<file path="src/rtl/mod_n_down_timer_pkg.sv">
// ============================================================================
// Module   : mod_n_down_timer_pkg
// Brief    : Shared types and constants for the modulo-N down timer.
// Revision : 1.0 - initial release
// ============================================================================
`default_nettype none

package mod_n_down_timer_pkg;

  // Controller states of the down timer.
  typedef enum logic [1:0] {
    ST_IDLE = 2'd0,
    ST_RUN  = 2'd1,
    ST_DONE = 2'd2
  } state_t;

  // Default modulus, shared with the mod-12 up-counter.
  localparam int MODULUS_DEFAULT = 12;

  // Highest legal count for the default modulus.
  localparam int MAX_COUNT = MODULUS_DEFAULT - 1;

endpackage : mod_n_down_timer_pkg

`default_nettype wire

</file>
<file path="src/rtl/mod_n_down_timer.sv">
// ============================================================================
// Module   : mod_n_down_timer
// Brief    : Loadable modulo-N down-counter with terminal-count pulse and
//            optional auto-reload. All outputs are registered.
// Revision : 1.0 - initial release
// ============================================================================
`default_nettype none

module mod_n_down_timer
  import mod_n_down_timer_pkg::*;
#(
  parameter int WIDTH   = 4,
  parameter int MODULUS = MODULUS_DEFAULT
) (
  input  logic             clk,
  input  logic             rst,
  input  logic             load_valid,
  output logic             load_ready,
  input  logic [WIDTH-1:0] load_value,
  input  logic             en,
  input  logic             stop,
  input  logic             auto_reload,
  output logic [WIDTH-1:0] count,
  output logic             tc,
  output logic             busy,
  output logic             done
);

  // Top of the legal count range; also the reload value and the clamp ceiling.
  localparam logic [WIDTH-1:0] c_max = WIDTH'(MODULUS - 1);

  state_t           r_state;
  logic [WIDTH-1:0] r_count;
  logic             r_tc;
  logic             r_busy;
  logic             r_done;
  logic             r_load_ready;

  state_t           w_state_next;
  logic [WIDTH-1:0] w_count_next;
  logic             w_tc_next;
  logic [WIDTH-1:0] w_load_clamped;

  // Out-of-range start values saturate to the top of the range.
  assign w_load_clamped = (load_value > c_max) ? c_max : load_value;

  // Next-state and datapath decision; tc defaults low so it only ever pulses.
  always_comb begin
    w_state_next = r_state;
    w_count_next = r_count;
    w_tc_next    = 1'b0;
    case (r_state)
      ST_IDLE, ST_DONE: begin
        // en and stop have no effect here; only a load moves us on.
        if (load_valid && r_load_ready) begin
          w_count_next = w_load_clamped;
          w_state_next = ST_RUN;
        end
      end
      ST_RUN: begin
        if (stop) begin
          w_state_next = ST_IDLE;
        end else if (en) begin
          if (r_count != '0) begin
            w_count_next = r_count - WIDTH'(1);
          end else begin
            // Zero crossing: the only place auto_reload is looked at.
            w_tc_next = 1'b1;
            if (auto_reload) begin
              w_count_next = c_max;
            end else begin
              w_state_next = ST_DONE;
            end
          end
        end
      end
      default: begin
        w_state_next = ST_IDLE;
      end
    endcase
  end

  // State, count and status flags; status is registered from the next state
  // so every output comes straight from a flop.
  always_ff @(posedge clk) begin
    if (rst) begin
      r_state      <= ST_IDLE;
      r_count      <= '0;
      r_tc         <= 1'b0;
      r_busy       <= 1'b0;
      r_done       <= 1'b0;
      r_load_ready <= 1'b1;
    end else begin
      r_state      <= w_state_next;
      r_count      <= w_count_next;
      r_tc         <= w_tc_next;
      r_busy       <= (w_state_next == ST_RUN);
      r_done       <= (w_state_next == ST_DONE);
      r_load_ready <= (w_state_next != ST_RUN);
    end
  end

  assign count      = r_count;
  assign tc         = r_tc;
  assign busy       = r_busy;
  assign done       = r_done;
  assign load_ready = r_load_ready;

endmodule : mod_n_down_timer

`default_nettype wire

</file>
<file path="config.mk">
export PLATFORM = sky130hd
export DESIGN_NAME = mod_n_down_timer
export DESIGN_NICKNAME = d
export VERILOG_FILES = /design/src/rtl/mod_n_down_timer_pkg.sv /design/src/rtl/mod_n_down_timer.sv
export SDC_FILE = /design/constraint.sdc
export NUM_CORES = 1
export LEC_CHECK = 0
export ABC_AREA = 0
export BUFFER_PORTS_ARGS = -buffer_cell sky130_fd_sc_hd__buf_4
export CORE_UTILIZATION = 40
export DETAILED_ROUTE_END_ITERATION = 10
export HOLD_SLACK_MARGIN = 0.02
export PLACE_DENSITY = 0.75
export SLEW_MARGIN = 20
export SYNTH_ARGS = -nofsm -noshare
export SYNTH_HDL_FRONTEND = slang
export SYNTH_SLANG_ARGS = --single-unit
</file>
<file path="constraint.sdc">
create_clock -name clk -period 4.3 [get_ports clk]
set_clock_uncertainty 0.15 [all_clocks]
set_input_delay 0.215 -clock clk [delete_from_list [all_inputs] [get_ports clk]]
set_output_delay 0.215 -clock clk [all_outputs]
set_load 0.01 [all_outputs]
</file>
==> summary.md <==
| Metric | Value |
|---|---|
| Status | `complete, no violations` |
| Slew Limit Fails | `0` |
| Nets | `90` |
| RSZ-0062 raised after global routing | `false` |
| Fmax achieved | `0.504 GHz` |
| Post-synth EDFFs | `0` |
| Yosys reg bits | `10` |
| Drt drc | `0` |
| Register Area | `200 um^2` |
| Vias per cell | `5.65` |
| Initial DRC count | `13` |
| Ys flop type | `dfxtp_1` |
| ANT nets after route | `0` |
| Metal1 wirelength | `528 um` |
| CP max stage delay | `460 ps` |
| Non-Filler Instances | `92` |
| CTS max path bufs | `2` |
| Area of placed instances | `666 um^2` |
| Seq pwr share | `0.416` |
| Post-synthesis cell count | `58` |
| Post_cts resized | `0` |
| Clock sinks | `10` |
| Setup Crit Path Kind | `reg -> reg` |
| CTS Buf Count | `3` |
| Cts hold-fix bufs | `1` |
| Drt total wl | `1270 um` |
| Clock Tree Root | `clkbuf_4` |
| Final GP Congestion | `0.862` |
| Area contributors post-synth | `dfxtp_1 (38%), a21oi_1 (5.7%), mux2i_1 (3.8%)` |
| Clock Power Share | `0.325` |
| Total Routing Usage GR | `0.215` |
| CP Launch Type | `flip-flop` |
| Switch share | `0.281` |
| Adder-cell share of the synthesized area | `0.0236` |
| TNS Setup | `0 ps` |
| Vias | `520` |
| Final min period | `1980 ps` |
| Highest Signal Layer | `met4` |
| Final total power | `259 uW` |
| Worst-margin pin slew | `512 ps` |
| Core Footprint | `1170 um^2` |
| Int Power | `186 uW` |
| Headroom to the max-slew limit | `0.658` |
| WL/cell | `13.8 um` |
| Largest family of logic cells by synthesized area | `simple AND/OR/NAND/NOR gates` |
| Met2 wire len | `654 um` |
| DP Cell Count | `87` |
| # port buffers | `17` |
| Max FO, Critical Path | `5` |
| Comb power frac | `0.259` |
| Place WS | `2350 ps` |
| CTS tree | `yes` |
| Yosys top cell area share | `0.378` |
| Largest net degree at the start of global routing | `10` |
| Global-route wire length before repair | `2040 um` |
| CP delay by family, top | `compound AO/OA/AOI/OAI gates` |
| Hold Vio Cnt, Final | `0` |
| Initial antenna violation count | `0` |
| Most common cell in the netlist | `dfxtp_1` |
| CP arrival | `2040 ps` |
| Post-synth ARST share | `0` |
| DRT Pass-1 Iters | `5` |
| Compound-Gate Fraction of Synth Area | `0.236` |
| PD cells | `364 nW/um^2` |
| # IOs | `18` |
| Clock transition at the registers of the reported paths | `70 ps` |
| Min Hold Slack | `90.3 ps` |
| Layout cells sized above 1 | `0.346` |
| Final worst setup slack | `2320 ps` |
| Synth warnings | `0` |
| Required time worst endpoint | `4360 ps` |
| Mapped cell area | `529 um^2` |
| Clk_lat worst skew | `270 ps` |
| Antenna diodes | `0` |
| Util after Layout | `0.608` |
| Synth Area in XOR/XNOR | `0` |
| HPWL after DPL | `977 um` |
| Psw | `72.8 uW` |
| CP bufs+invs | `1` |
| Maximum vdd drop | `0.192 mV` |
| Multi-input logic area | `305 um^2` |
| Die W | `38.4 um` |
| Multiplexer share of the synthesized area | `0.0378` |
| Top post-synthesis cells by count | `dfxtp_1 (10), a21oi_1 (6), inv_1 (4)` |
| Sequential area share after synthesis | `0.378` |
| Post-route cell area | `712 um^2` |
| Simple-gate share of the synthesized area | `0.279` |
| Leak | `0.307 nW` |
| Syn_nets | `69` |
| Row count | `12` |
| Max H-tree Level | `1` |
| Metal3 WL | `72 um` |
| Fillers | `119` |
| Crit. End Element | `flip-flop` |
| Post-CTS Repair Setup Buffers | `0` |
| Layout Area Growth over Synthesis | `34.5%` |
| Tightest Hold Check Type | `in -> reg` |
| Final period util | `0.461` |
| Vias in the first global route | `483` |
| Total grt overflow | `0` |
| CP max stage cell | `o32ai_1` |
| Die area | `1470 um^2` |
| Synth cell types | `32` |
| Post-synth top area cell | `dfxtp_1` |
| Crit-path cells | `inv_1 -> ha_1 -> nor4b_1 -> o32ai_1 -> and2_1 -> mux2i_1` |
| Avg Inst Size Synth | `9.13 um^2` |
| Final setup fails | `0` |
| Starting Density | `0.452` |
| Die Ht | `38.4 um` |
| Maxcap violations | `0` |
cell usage in the layout, fill, tap and decap left out, types with 2 or more instances in the layout:
master / n
buf_4: 17
dfxtp_1: 10
a21oi_1: 6
inv_1: 4
and2_1: 3
clkbuf_4: 3
nand2b_1: 2
nor2_1: 2
nand2_1: 2
nor3b_1: 2
o21a_1: 2
mux2i_1: 2
o31ai_1: 2
layout make-up:
cell class | count | area share
well taps | 14 | 0.0246
flip-flops and latches | 10 | 0.281
multi-input cells | 42 | 0.429
inverters | 4 | 0.0211
repair buffers | 18 | 0.193
clock buffers | 4 | 0.0510
layer usage:
metal,up-vias,global-route usage
met5,-,0
li1,261,-
met4,0,0.0776
met2,14,0.373
met1,243,0.223
met3,2,0.105
cells by family (layout without fill, tap and decap cells):
logic type                 after synthesis  in the layout
AOI/OAI and AO/OA                       18             18
adders and majority gates                1              1
buffers and inverters                    6             26
DFF                                     10             10
muxes                                    2              2
and+or+nand+nor                         21             21
worst min-delay path, cell delays in order:
cell    delay (ps)
buf_4          100
or4b_4         130
nor2_1          30
sequential cells by signal, summed over array words and instances, names as in the netlist:
name        count
load_ready      1
r_state         2
done            1
count           4
busy            1
tc              1
power by group through the flow:
stage | sequential (mW) | combinational, mW | clock (mW)
6_report | 0.108 | 0.0672 | 0.0842
2_1_floorplan | 0.111 | 0.0384 | 0
3_3_place_gp | 0.109 | 0.0648 | 0
3_5_place_dp | 0.110 | 0.0658 | 0
5_1_grt | 0.109 | 0.0735 | 0.0907
4_1_cts | 0.108 | 0.0668 | 0.0865
path summary, 6_finish.rpt:
kind                  from       end  slack (ps)  cells after the start
setup / recovery  count[0]  count[2]        2320                      6
setup reg to reg  count[0]  count[2]        2320                      6
hold / removal        stop        tc          90                      3
hold reg to reg   count[1]  count[1]         380                      2
Power figures use the tool's default switching activity.
